**src/rtl/fifo_ptr_ctrl_if.sv**
```systemverilog
// fifo_ptr_ctrl_if
// Bundles the push/pop requests and the pointer/status outputs of
// fifo_ptr_ctrl so that one connection carries the whole FIFO control bus.
//   master : requester side; drives we/re/err_clr and observes the status.
//   slave  : controller side; drives addresses, strobes, flags, count and errors.
// Signals: we, re, err_clr, w_adr, r_adr, w_acc, r_acc, full, empty,
//          almost_full, almost_empty, count, overflow, underflow.
interface fifo_ptr_ctrl_if #(
  parameter int ADDR_WIDTH = 3
);
  logic                  we;
  logic                  re;
  logic                  err_clr;
  logic [ADDR_WIDTH-1:0] w_adr;
  logic [ADDR_WIDTH-1:0] r_adr;
  logic                  w_acc;
  logic                  r_acc;
  logic                  full;
  logic                  empty;
  logic                  almost_full;
  logic                  almost_empty;
  logic [ADDR_WIDTH:0]   count;
  logic                  overflow;
  logic                  underflow;

  modport master (
    output we, re, err_clr,
    input  w_adr, r_adr, w_acc, r_acc, full, empty,
    input  almost_full, almost_empty, count, overflow, underflow
  );

  modport slave (
    input  we, re, err_clr,
    output w_adr, r_adr, w_acc, r_acc, full, empty,
    output almost_full, almost_empty, count, overflow, underflow
  );
endinterface

```
**src/rtl/fifo_ptr_ctrl.sv**
```systemverilog
// fifo_ptr_ctrl
// Pointer and status controller for a single-port-RAM-backed FIFO of depth
// 2^ADDR_WIDTH. Generates RAM write/read addresses and enables, an occupancy
// count, full/empty and programmable almost-full/almost-empty flags.
// Ports:
//   clk  - single clock, all state on the rising edge
//   rst  - synchronous active-high reset
//   bus  - fifo_ptr_ctrl_if.slave (we, re, err_clr in; addresses, accept
//          strobes, flags, count, overflow/underflow out)
// Optional feature: define FIFO_PTR_ERR_EN to build sticky overflow and
// underflow flags cleared by err_clr; otherwise both are tied to 0.
module fifo_ptr_ctrl #(
  parameter int ADDR_WIDTH = 3,
  parameter int AF_TH      = 6,
  parameter int AE_TH      = 2
) (
  input  logic            clk,
  input  logic            rst,
  fifo_ptr_ctrl_if.slave  bus
);

  localparam int PW = ADDR_WIDTH + 1;
  localparam logic [ADDR_WIDTH:0] AF_LVL = PW'(AF_TH);
  localparam logic [ADDR_WIDTH:0] AE_LVL = PW'(AE_TH);

  // Pointers carry one extra wrap bit so full and empty are distinguishable.
  logic [ADDR_WIDTH:0] wr_ptr;
  logic [ADDR_WIDTH:0] rd_ptr;
  logic [ADDR_WIDTH:0] count;
  logic                full;
  logic                empty;
  logic                w_acc;
  logic                r_acc;

  // Flag decode: registers only, so flags never depend on this cycle's requests.
  always_comb begin
    empty = (wr_ptr == rd_ptr);
    full  = (wr_ptr[ADDR_WIDTH] != rd_ptr[ADDR_WIDTH]) &&
            (wr_ptr[ADDR_WIDTH-1:0] == rd_ptr[ADDR_WIDTH-1:0]);
  end

  // A push while full is only taken if a pop frees the slot on the same edge.
  assign r_acc = bus.re & ~empty;
  assign w_acc = bus.we & (~full | bus.re);

  // Register update: pointers and count advance together so count always
  // equals wr_ptr - rd_ptr.
  always_ff @(posedge clk) begin
    if (rst) begin
      wr_ptr <= '0;
      rd_ptr <= '0;
      count  <= '0;
    end else begin
      if (w_acc) wr_ptr <= wr_ptr + 1'b1;
      if (r_acc) rd_ptr <= rd_ptr + 1'b1;
      case ({w_acc, r_acc})
        2'b10:   count <= count + 1'b1;
        2'b01:   count <= count - 1'b1;
        default: count <= count;
      endcase
    end
  end

`ifdef FIFO_PTR_ERR_EN
  logic overflow;
  logic underflow;

  // Sticky error flags; a set event in the clearing cycle wins.
  always_ff @(posedge clk) begin
    if (rst) begin
      overflow  <= 1'b0;
      underflow <= 1'b0;
    end else begin
      if (bus.we & full & ~bus.re) overflow <= 1'b1;
      else if (bus.err_clr)        overflow <= 1'b0;
      if (bus.re & empty)          underflow <= 1'b1;
      else if (bus.err_clr)        underflow <= 1'b0;
    end
  end

  assign bus.overflow  = overflow;
  assign bus.underflow = underflow;
`else
  logic unused_err_clr;
  assign unused_err_clr = bus.err_clr;
  assign bus.overflow   = 1'b0;
  assign bus.underflow  = 1'b0;
`endif

  assign bus.w_adr        = wr_ptr[ADDR_WIDTH-1:0];
  assign bus.r_adr        = rd_ptr[ADDR_WIDTH-1:0];
  assign bus.w_acc        = w_acc;
  assign bus.r_acc        = r_acc;
  assign bus.full         = full;
  assign bus.empty        = empty;
  assign bus.almost_full  = (count >= AF_LVL);
  assign bus.almost_empty = (count <= AE_LVL);
  assign bus.count        = count;

endmodule

```
**src/flat_wrapper.sv**
```systemverilog
// flat-port wrapper written by rule: the top's interface ports become plain ports
module fifo_ptr_ctrl_flat 
#(
  parameter int ADDR_WIDTH = 3,
  parameter int AF_TH      = 6,
  parameter int AE_TH      = 2
)
  (clk, rst, bus_we, bus_re, bus_err_clr, bus_w_adr, bus_r_adr, bus_w_acc, bus_r_acc, bus_full, bus_empty, bus_almost_full, bus_almost_empty, bus_count, bus_overflow, bus_underflow);
  fifo_ptr_ctrl_if #(.ADDR_WIDTH(ADDR_WIDTH)) bus_i ();
  input  logic clk;
  input  logic rst;
  input wire logic [$bits(bus_i.we)-1:0] bus_we;
  input wire logic [$bits(bus_i.re)-1:0] bus_re;
  input wire logic [$bits(bus_i.err_clr)-1:0] bus_err_clr;
  output wire logic [$bits(bus_i.w_adr)-1:0] bus_w_adr;
  output wire logic [$bits(bus_i.r_adr)-1:0] bus_r_adr;
  output wire logic [$bits(bus_i.w_acc)-1:0] bus_w_acc;
  output wire logic [$bits(bus_i.r_acc)-1:0] bus_r_acc;
  output wire logic [$bits(bus_i.full)-1:0] bus_full;
  output wire logic [$bits(bus_i.empty)-1:0] bus_empty;
  output wire logic [$bits(bus_i.almost_full)-1:0] bus_almost_full;
  output wire logic [$bits(bus_i.almost_empty)-1:0] bus_almost_empty;
  output wire logic [$bits(bus_i.count)-1:0] bus_count;
  output wire logic [$bits(bus_i.overflow)-1:0] bus_overflow;
  output wire logic [$bits(bus_i.underflow)-1:0] bus_underflow;
  assign bus_i.we = bus_we;
  assign bus_i.re = bus_re;
  assign bus_i.err_clr = bus_err_clr;
  assign bus_w_adr = bus_i.w_adr;
  assign bus_r_adr = bus_i.r_adr;
  assign bus_w_acc = bus_i.w_acc;
  assign bus_r_acc = bus_i.r_acc;
  assign bus_full = bus_i.full;
  assign bus_empty = bus_i.empty;
  assign bus_almost_full = bus_i.almost_full;
  assign bus_almost_empty = bus_i.almost_empty;
  assign bus_count = bus_i.count;
  assign bus_overflow = bus_i.overflow;
  assign bus_underflow = bus_i.underflow;
  fifo_ptr_ctrl #(.ADDR_WIDTH(ADDR_WIDTH), .AF_TH(AF_TH), .AE_TH(AE_TH)) u_core (.clk(clk), .rst(rst), .bus(bus_i));
endmodule
```
**config.mk**
```make
export PLATFORM = sky130hd
export DESIGN_NAME = fifo_ptr_ctrl_flat
export DESIGN_NICKNAME = d
export VERILOG_FILES = /design/src/rtl/fifo_ptr_ctrl_if.sv /design/src/rtl/fifo_ptr_ctrl.sv /design/src/flat_wrapper.sv
export SDC_FILE = /design/constraint.sdc
export NUM_CORES = 1
export LEC_CHECK = 0
export ABC_AREA = 1
export CAP_MARGIN = 20
export CORE_MARGIN = 10
export CORE_UTILIZATION = 35
export CTS_CLUSTER_DIAMETER = 40
export CTS_CLUSTER_SIZE = 30
export DETAILED_ROUTE_END_ITERATION = 8
export SLEW_MARGIN = 20
export SYNTH_ARGS = -nofsm -noshare
export SYNTH_HDL_FRONTEND = slang
export SYNTH_SLANG_ARGS = --single-unit
```
**constraint.sdc**
```tcl
create_clock -name clk -period 2.95 [get_ports clk]
set_clock_uncertainty 0.05 [all_clocks]
set_input_delay 0.59 -clock clk [delete_from_list [all_inputs] [get_ports clk]]
set_output_delay 0.59 -clock clk [all_outputs]
set_load 0.05 [all_outputs]
```
==> results.sh, run 1 <==
export IMPL_status="finished, final reports clean"
export IMPL_syn2layout_area_growth_pct=24.5
export IMPL_avgViaCountPerCell=4.47
export IMPL_synth_edf_count=0
export IMPL_cts_resized=0
export IMPL_globalRouteTotalUtil_pct=7.37
export IMPL_met3WireLength_um=155
export IMPL_synth_ff_type="dfxtp_1"
export IMPL_hold_violations=0
export IMPL_fin_tns_setup_ns=0
export IMPL_yosys_warnings=0
export IMPL_cts_tree="done"
export IMPL_fp_dieH_um=69.1
export IMPL_setup_violations=0
export IMPL_row_count=17
export IMPL_port_buffers=19
export IMPL_post_cts_buffers=0
export IMPL_ys_seq_area_share_pct=28.5
export IMPL_synth_largest_area_cell="dfxtp_1"
export IMPL_r2r_end="u_core.bus.count[3]"
export IMPL_hold_path_class="flop to flop"
export IMPL_wl_met1_um=739
export IMPL_p_leak_nw=0.476
export IMPL_antenna_found_initial=0
export IMPL_crit_type="flop to primary output"
export IMPL_seq_area_sq_um=240
export IMPL_cts_htree_levels=1
export IMPL_grt_pass1_vias=681
export IMPL_clkTransAtPathRegs_ns=0.08
export IMPL_drv_slew=0
export IMPL_rsz0062_at_grt="no"
export IMPL_synth_seq_cells=12
export IMPL_clockBufferDepth=2
export IMPL_diodes=0
export IMPL_multi_input_area_sq_um=474
export IMPL_syn_inst=113
export IMPL_critPathBufInv=3
export IMPL_async_flop_share_pct=0
export IMPL_grt_overflow=0
export IMPL_worst_pin_slew_ns=0.504
export IMPL_start_util_pct=37.3
export IMPL_dp_hpwl_um=1400
export IMPL_cp_end_kind="primary output"
export IMPL_core_area_sq_um=2250
export IMPL_path_cells="inv_1, nand2_1, nand2_1, nor2_4, nand3_4, inv_1, clkdlybuf4s50_1"
export IMPL_grt_first_pass_wirelength_um=3030
export IMPL_maxSlewHeadroom_pct=66.3
export IMPL_drc_errors=0
export IMPL_cp_top_family="buffers and inverters"
export IMPL_finalNetCount=142
export IMPL_yosys_cell_types_count=22
export IMPL_synthTopCellsByArea="dfxtp_1 (29%), inv_1 (7.6%), nand2_1 (7.6%)"
export IMPL_p_per_area_nw_per_um2=622
export IMPL_rrSetupSlack_ns=0.59
export IMPL_holdPathEnd="u_core.bus.count[3]"
export IMPL_min_from="u_core.bus.count[3]"
export IMPL_p_total_w=0.000653
export IMPL_fmax_ghz=0.369
export IMPL_peakVddDrop_uv=399
export IMPL_n_fill_cell=241
export IMPL_first_iter_violations=10
export IMPL_via_count=702
export IMPL_cts_sinks=12
export IMPL_avgSynthCellArea_sq_um=7.45
export IMPL_insertion_delay_ns=0.27
export IMPL_crit_required_ns=2.31
export IMPL_synth_area_sq_um=842
export IMPL_maxCapViolCount=0
export IMPL_finalCritPeriodShare_pct=91.9
export IMPL_critPathArrivalTime_ns=2.07
export IMPL_reg2reg_from="u_core.wr_ptr[0]"
export IMPL_io_pins=23
export IMPL_setup_worst_path_start_class="flop"
export IMPL_worstPathMaxFanout=6
export IMPL_postRouteAntennaNets=0
export IMPL_wl_um=1750
export IMPL_die_area_sq_um=4770
export IMPL_grt_max_degree=10
export IMPL_globalplace_congestion=0.769
export IMPL_path_depth=7
export IMPL_drt_wirelength_per_cell_um=11.1
export IMPL_clk_root_buffer_cell="clkbuf_4"
export IMPL_drtPass1Iterations=2
export IMPL_r2r_cells=14
export IMPL_cts_hold_buf=0
export IMPL_wl_met2_um=839
export IMPL_yosysTopAreaCellShare_pct=28.5
export IMPL_numCtsBuffers=3
export IMPL_drive_above_1_share_pct=10.9
export IMPL_max_stage_delay_ns=0.80
export IMPL_whs_path_depth=2
export IMPL_synth_common_cells="inv_1 (17), nand2_1 (17), dfxtp_1 (12)"
export IMPL_period_needed_ns=2.71
export IMPL_slowest_stage="clkdlybuf4s50_1"
export IMPL_highest_layer="met4"
export IMPL_die_w_um=69.1
==> final cells by class <==
cell class / count / area share (%)
Tap cell: 28 / 3.34
Multi-Input combinational cell: 75 / 45.2
Sequential cell: 12 / 22.9
Timing Repair Buffer: 20 / 19.6
Inverter: 19 / 6.80
Clock buffer: 3 / 2.15
==> metal layers <==
metal	vias up	track usage, %
li1	382	-
met1	305	8.06
met2	13	11.6
met3	2	3.71
met4	0	3.33
met5	-	0
==> power by group <==
group	internal (W)	switching [W]	total, W
registers	0.000181	0.0000228	0.000204
clock network	0.0000471	0.0000530	0.000100
logic	0.000118	0.000231	0.000348
==> worst max path at each step <==
stage	startpoint	to	slack (ns)
after floorplan	u_core.bus.count[1]	bus_almost_full	0.36
after global placement	bus_re	u_core.bus.count[2]	0.33
after detailed placement	bus_re	u_core.bus.count[3]	0.31
after CTS	u_core.wr_ptr[0]	bus_empty	0.20
after global routing	u_core.wr_ptr[0]	bus_empty	0.06
final	u_core.wr_ptr[0]	bus_empty	0.24
==> flip-flops by register name (all words and copies together), names as in the netlist <==
| name | count |
|---|---|
| u_core.bus.count | 4 |
| u_core.rd_ptr | 4 |
| u_core.wr_ptr | 4 |
==> placed cells by master, fill, tap and decap left out, types with 2 or more instances in the layout <==
cell / count
nor2_1: 10
conb_1: 2
clkdlybuf4s50_1: 17
nand3_1: 9
o21ai_1: 2
buf_4: 2
xor2_1: 2
o21ai_0: 4
a21oi_1: 11
dfxtp_1: 12
inv_2: 2
ha_1: 5
xnor2_1: 5
clkbuf_4: 3
inv_1: 17
nand2_1: 17
==> logic make-up after synthesis <==
logic type,after synthesis,share of synthesized area [%]
AO/OA/AOI/OAI,18,11.0
XOR/XNOR,8,9.21
adder cells (fa/ha/maj),6,9.81
buffers and inverters,27,15.6
flip-flops,12,28.5
other,1,0.445
AND/OR/NAND/NOR,41,25.4
==> worst min-delay path, stage by stage, from the launching register on <==
cell,delay (ns)
dfxtp_1,0.34
nand2_1,0.06
a21oi_1,0.06
==> stage by stage <==
step / util (%) / instance area (sq um) / cells / setup WS, ns / hold slack [ns]
2_1_floorplan: - / 846 / 114 / 0.363 / 0.443
3_3_place_gp: 45.5 / 1030 / 154 / 0.330 / 0.447
3_5_place_dp: 45.5 / 1030 / 154 / 0.312 / 0.444
4_1_cts: 46.5 / 1050 / 157 / 0.198 / 0.455
5_1_grt: 46.5 / 1050 / 157 / 0.0649 / 0.474
6_report: 46.5 / 1050 / 157 / 0.239 / 0.451
Note: power is estimated with default switching activity, not from simulation.
==> run 2, diff against run 1 <==
--- a/config.mk
+++ b/config.mk
@@ -12,6 +12,7 @@
 export CTS_CLUSTER_DIAMETER = 40
 export CTS_CLUSTER_SIZE = 30
 export DETAILED_ROUTE_END_ITERATION = 8
+export RECOVER_POWER = 25
 export SLEW_MARGIN = 20
 export SYNTH_ARGS = -nofsm -noshare
 export SYNTH_HDL_FRONTEND = slang
==> run 2 against run 1 <==
  * Global-route usage did not move
  * Non-clock buffer count did not move
  * Worst hold slack improved by 0.0010 ns
  * Via count is 0.28% lower
  * Flip-flop and latch count stayed put
  * Total power down 0.53%
  * First-iteration DRC count rose by 10%
  * Clock power hardly changed
  * Core utilization shrank 0.33 points
  * Worst setup slack better by 0.022 ns
  * Sequential share of layout area increased by 0.17 points
  * Critical endpoint unchanged
  * Sequential power barely moved
==> results.sh, run 2 (same netlist as run 1, synthesis figures left out) <==
export IMPL_crit_type="flop to primary output"
export IMPL_finalCritPeriodShare_pct=91.2
export IMPL_cts_tree="done"
export IMPL_finalNetCount=142
export IMPL_whs_path_depth=2
export IMPL_fp_dieH_um=69.1
export IMPL_die_w_um=69.1
export IMPL_holdPathEnd="u_core.bus.count[3]"
export IMPL_period_needed_ns=2.69
export IMPL_antenna_found_initial=0
export IMPL_die_area_sq_um=4770
export IMPL_postLayoutCoreUtil_pct=46.2
export IMPL_combPwrFrac_pct=53.0
export IMPL_reg2reg_from="u_core.wr_ptr[0]"
export IMPL_clockBufferDepth=2
export IMPL_dp_hpwl_um=1400
export IMPL_p_per_area_nw_per_um2=624
export IMPL_via_count=700
export IMPL_p_total_w=0.000649
export IMPL_crit_required_ns=2.31
export IMPL_maxSlewHeadroom_pct=66.3
export IMPL_numCtsBuffers=3
export IMPL_drv_slew=0
export IMPL_cts_sinks=12
export IMPL_wl_um=1740
export IMPL_postRouteAntennaNets=0
export IMPL_port_buffers=19
export IMPL_cp_end_kind="primary output"
export IMPL_hold_violations=0
export IMPL_drt_wirelength_per_cell_um=11.1
export IMPL_fmax_ghz=0.372
export IMPL_intPower_w=0.000344
export IMPL_grt_overflow=0
export IMPL_hold_path_class="flop to flop"
export IMPL_final_cell_mix="inv_1 (18), nand2_1 (18), clkdlybuf4s50_1 (16)"
export IMPL_clkPwrFrac_pct=15.5
export IMPL_p_leak_nw=0.473
export IMPL_post_cts_buffers=0
export IMPL_clkTransAtPathRegs_ns=0.08
export IMPL_min_from="u_core.bus.count[3]"
export IMPL_rrSetupSlack_ns=0.47
export IMPL_critPathArrivalTime_ns=2.05
export IMPL_fin_tns_setup_ns=0
export IMPL_setup_violations=0
export IMPL_cts_hold_buf=0
export IMPL_io_pins=23
export IMPL_rsz0062_at_grt="no"
export IMPL_cts_htree_levels=1
export IMPL_start_util_pct=37.3
export IMPL_r2r_cells=14
export IMPL_swShare_pct=47.0
export IMPL_cts_resized=0
export IMPL_n_fill_cell=243
export IMPL_globalRouteTotalUtil_pct=7.37
export IMPL_r2r_end="u_core.bus.count[3]"
export IMPL_worst_pin_slew_ns=0.504
export IMPL_insertion_delay_ns=0.27
export IMPL_p_seq_share_pct=31.5
export IMPL_grt_max_degree=10
export IMPL_core_area_sq_um=2250
export IMPL_dp_slack_ns=0.312
export IMPL_fin_ws_ns=0.261
export IMPL_globalplace_congestion=0.769
export IMPL_first_iter_violations=11
export IMPL_grt_pass1_vias=681
export IMPL_avgViaCountPerCell=4.46
export IMPL_row_count=17
export IMPL_peakVddDrop_uv=397
export IMPL_drtPass1Iterations=4
export IMPL_setup_worst_path_start_class="flop"
export IMPL_maxCapViolCount=0
export IMPL_syn2layout_area_growth_pct=23.6
export IMPL_layout_cells_non_filler=157
export IMPL_drc_errors=0
export IMPL_worstPathMaxFanout=6
export IMPL_switching_power_w=0.000305
export IMPL_drive_above_1_share_pct=9.30
export IMPL_largestRegisters="u_core.bus.count (4), u_core.rd_ptr (4), u_core.wr_ptr (4)"
export IMPL_grt_first_pass_wirelength_um=3030
export IMPL_status="finished, final reports clean"
export IMPL_clk_root_buffer_cell="clkbuf_4"
export IMPL_dp_cells=154
export IMPL_diodes=0
==> run 2: cell types whose count changed in the layout (fill, tap and decap cells not counted) <==
cell / delta
clkdlybuf4s50_1: -1
dlygate4sd3_1: +1
inv_1: +1
inv_2: -1
nand2_1: +1
nand2_4: -1
==> run 2: stage by stage <==
step	hold slack, ns	cell area, sq um
CTS	0.455	1050
detailed placement	0.444	1030
global route	0.474	1040
finish	0.452	1040
floorplan	0.443	846
global placement	0.447	1030
==> run 2: how the worst max path moves through the flow <==
stage | slack (ns) | from | depth (start not counted) | to
finish | 0.26 | u_core.wr_ptr[0] | 7 | bus_empty
global route | 0.09 | u_core.wr_ptr[0] | 7 | bus_empty
CTS | 0.20 | u_core.wr_ptr[0] | 7 | bus_empty
detailed placement | 0.31 | bus_re | 11 | u_core.bus.count[3]
global placement | 0.33 | bus_re | 10 | u_core.bus.count[2]
floorplan | 0.36 | u_core.bus.count[1] | 2 | bus_almost_full
==> run 2: metal layers <==
| metal | GRT usage, % | vias up | wire length [um] |
|---|---|---|---|
| li1 | - | 381 | - |
| met1 | 8.06 | 304 | 746 |
| met2 | 11.6 | 13 | 822 |
| met3 | 3.71 | 2 | 155 |
| met4 | 3.33 | 0 | 10 |
| met5 | 0 | - | 0 |
==> run 2: worst max-delay path, cell delays in order (launching register included) <==
cell and delay, ns:
dfxtp_1 0.43, inv_1 0.08, nand2_1 0.06, nand2_1 0.08, nor2_4 0.16, nand3_4 0.10, inv_1 0.07, clkdlybuf4s50_1 0.80
==> run 2: final cells by class <==
type                       count  area (sq um)  share of cell area (%)
multi-input combinational     75           467                    44.8
sequential                    12           240                    23.1
timing repair buffer          20           205                    19.7
inverter                      19          71.3                    6.85
tap                           28          35.0                    3.37
clock buffer                   3          22.5                    2.16
==> run 2: power by group through the flow <==
stage	Combinational (W)	Clock (W)	Sequential (W)
after floorplan	0.000224	0	0.000244
after global placement	0.000347	0	0.000208
after detailed placement	0.000351	0	0.000208
after CTS	0.000354	0.000107	0.000205
after global routing	0.000371	0.000113	0.000208
final	0.000344	0.000101	0.000204
==> run 3, diff against run 2 <==
--- a/config.mk
+++ b/config.mk
@@ -9,7 +9,7 @@
 export CAP_MARGIN = 20
 export CORE_MARGIN = 10
 export CORE_UTILIZATION = 35
-export CTS_CLUSTER_DIAMETER = 40
+export CTS_CLUSTER_DIAMETER = 80
 export CTS_CLUSTER_SIZE = 30
 export DETAILED_ROUTE_END_ITERATION = 8
 export RECOVER_POWER = 25
==> constraint.sdc (replaced) <==
create_clock -name clk -period 2.95 [get_ports clk]
set_clock_uncertainty 0.05 [all_clocks]
set_input_delay 0.59 -clock clk [delete_from_list [all_inputs] [get_ports clk]]
set_output_delay 0.59 -clock clk [all_outputs]
set_load 0.01 [all_outputs]
==> run 3 against run 2 <==
  * Fmax up 0.68%
  * Critical path type is now input port to primary output
  * Final cell count up 0.64%
  * Combinational power down 32%
  * Worst hold slack better by 0.017 ns
  * Flip-flop and latch count unchanged
  * Global-route usage up 0.49 points
  * First-iteration DRC count up 150%
  * Worst setup slack better by 0.018 ns
  * Final area up 0.60%
  * Sequential power about the same
  * Routed wire length up 5.4%
  * Clock power up 29%
==> results.sh, run 3 (same netlist as run 1, synthesis figures left out) <==
export IMPL_peakVddDrop_uv=277
export IMPL_core_area_sq_um=2250
export IMPL_path_depth=5
export IMPL_p_total_w=0.000570
export IMPL_setup_worst_path_start="bus_re"
export IMPL_cts_htree_levels=1
export IMPL_cts_sinks=12
export IMPL_critPathBufInv=4
export IMPL_setup_violations=0
export IMPL_drtPass1Iterations=4
export IMPL_hold_violations=0
export IMPL_row_count=17
export IMPL_drt_wirelength_per_cell_um=11.6
export IMPL_drv_slew=0
export IMPL_final_common_cell="clkdlybuf4s50_1"
export IMPL_setup_worst_path_end="bus_r_acc"
export IMPL_cp_end_kind="primary output"
export IMPL_layout_cells_non_filler=158
export IMPL_syn2layout_area_growth_pct=24.4
export IMPL_postRouteAntennaNets=0
export IMPL_p_per_area_nw_per_um2=544
export IMPL_grt_overflow=0
export IMPL_r2r_cells=14
export IMPL_wl_um=1830
export IMPL_fin_tns_setup_ns=0
export IMPL_setup_worst_path_start_class="input port"
export IMPL_globalRouteTotalUtil_pct=7.86
export IMPL_finalNetCount=142
export IMPL_final_cell_mix="clkdlybuf4s50_1 (19), inv_1 (18), nand2_1 (18)"
export IMPL_clkPwrFrac_pct=22.9
export IMPL_cts_resized=0
export IMPL_first_iter_violations=27
export IMPL_cp_top_family="buffers and inverters"
export IMPL_grt_first_pass_wirelength_um=3190
export IMPL_rrSetupSlack_ns=0.44
export IMPL_crit_type="input port to primary output"
export IMPL_insertion_delay_ns=0.27
export IMPL_slowest_stage="clkdlybuf4s50_1"
export IMPL_dp_hpwl_um=1480
export IMPL_rsz0062_at_grt="no"
export IMPL_max_stage_delay_ns=0.56
export IMPL_whs_path_depth=2
export IMPL_die_w_um=69.1
export IMPL_path_common_cell="clkdlybuf4s50_1"
export IMPL_via_count=718
export IMPL_path_cells="clkdlybuf4s50_1, buf_4, nand2_1, inv_1, clkdlybuf4s50_1"
export IMPL_port_buffers=19
export IMPL_drive_above_1_share_pct=8.46
export IMPL_grt_pass1_vias=729
export IMPL_io_pins=23
export IMPL_globalplace_congestion=0.767
export IMPL_fmax_ghz=0.374
export IMPL_reg2reg_from="u_core.wr_ptr[0]"
export IMPL_avgViaCountPerCell=4.54
export IMPL_p_leak_nw=0.473
export IMPL_finalCritPeriodShare_pct=90.5
export IMPL_worstPathMaxFanout=5
export IMPL_crit_required_ns=2.31
export IMPL_cts_hold_buf=0
export IMPL_swShare_pct=34.7
export IMPL_combPwrFrac_pct=41.2
export IMPL_r2r_end="u_core.bus.count[3]"
export IMPL_numCtsBuffers=3
export IMPL_clkTransAtPathRegs_ns=0.07
export IMPL_intPower_w=0.000372
export IMPL_clockBufferDepth=2
export IMPL_p_seq_share_pct=35.9
export IMPL_maxCapViolCount=0
export IMPL_hold_path_class="flop to flop"
export IMPL_critPathArrivalTime_ns=2.03
export IMPL_die_area_sq_um=4770
export IMPL_start_util_pct=37.3
export IMPL_post_cts_buffers=0
export IMPL_largestRegisters="u_core.bus.count (4), u_core.rd_ptr (4), u_core.wr_ptr (4)"
export IMPL_grt_max_degree=10
export IMPL_dp_cells=154
export IMPL_antenna_found_initial=0
export IMPL_status="finished, final reports clean"
export IMPL_cts_tree="done"
export IMPL_fp_dieH_um=69.1
export IMPL_diodes=0
export IMPL_clk_root_buffer_cell="clkbuf_4"
export IMPL_period_needed_ns=2.67
export IMPL_switching_power_w=0.000198
export IMPL_drc_errors=0
==> run 3: final cells by class <==
class / instances / area (sq um)
fillers: 254 / 1210
multi-input cells: 75 / 467
flip-flops and latches: 12 / 240
repair buffers: 20 / 198
inverters: 19 / 71.3
clock buffers: 4 / 36.3
well taps: 28 / 35.0
==> run 3: routing by layer <==
layer / track usage, % / share of wire, %
met5: 0 / 0
met4: 5.10 / 1.0
met3: 3.85 / 8.8
met2: 12.8 / 49
met1: 7.74 / 41
==> run 3: through the flow <==
stage	setup WS (ns)	util, %	hold slack, ns	area [sq um]
detailed placement	0.268	45.2	0.450	1020
finish	0.279	46.4	0.468	1050
global placement	0.331	45.2	0.448	1020
CTS	0.315	46.8	0.466	1050
global route	0.122	46.4	0.497	1050
floorplan	0.822	-	0.443	846
==> run 3: power by group through the flow <==
stage               Sequential (W)  Clock, W  Combinational (W)
floorplan                 0.000209         0           0.000147
global placement          0.000208         0           0.000235
detailed placement        0.000208         0           0.000242
CTS                       0.000205  0.000137           0.000245
global route              0.000209  0.000147           0.000264
finish                    0.000205  0.000130           0.000235
==> run 3: tightest hold or removal path: stages, from the launching register on <==
cell and delay, ns:
dfxtp_1 0.35, nand2_1 0.07, a21oi_1 0.05
==> run 3: worst min-delay path by stage <==
stage / start / slack (ns) / end
after floorplan: u_core.rd_ptr[3] / 0.44 / u_core.rd_ptr[3]
after global placement: u_core.bus.count[3] / 0.45 / u_core.bus.count[3]
after detailed placement: u_core.bus.count[3] / 0.45 / u_core.bus.count[3]
after CTS: u_core.bus.count[3] / 0.47 / u_core.bus.count[3]
after global routing: u_core.bus.count[3] / 0.50 / u_core.bus.count[3]
final: u_core.bus.count[3] / 0.47 / u_core.bus.count[3]
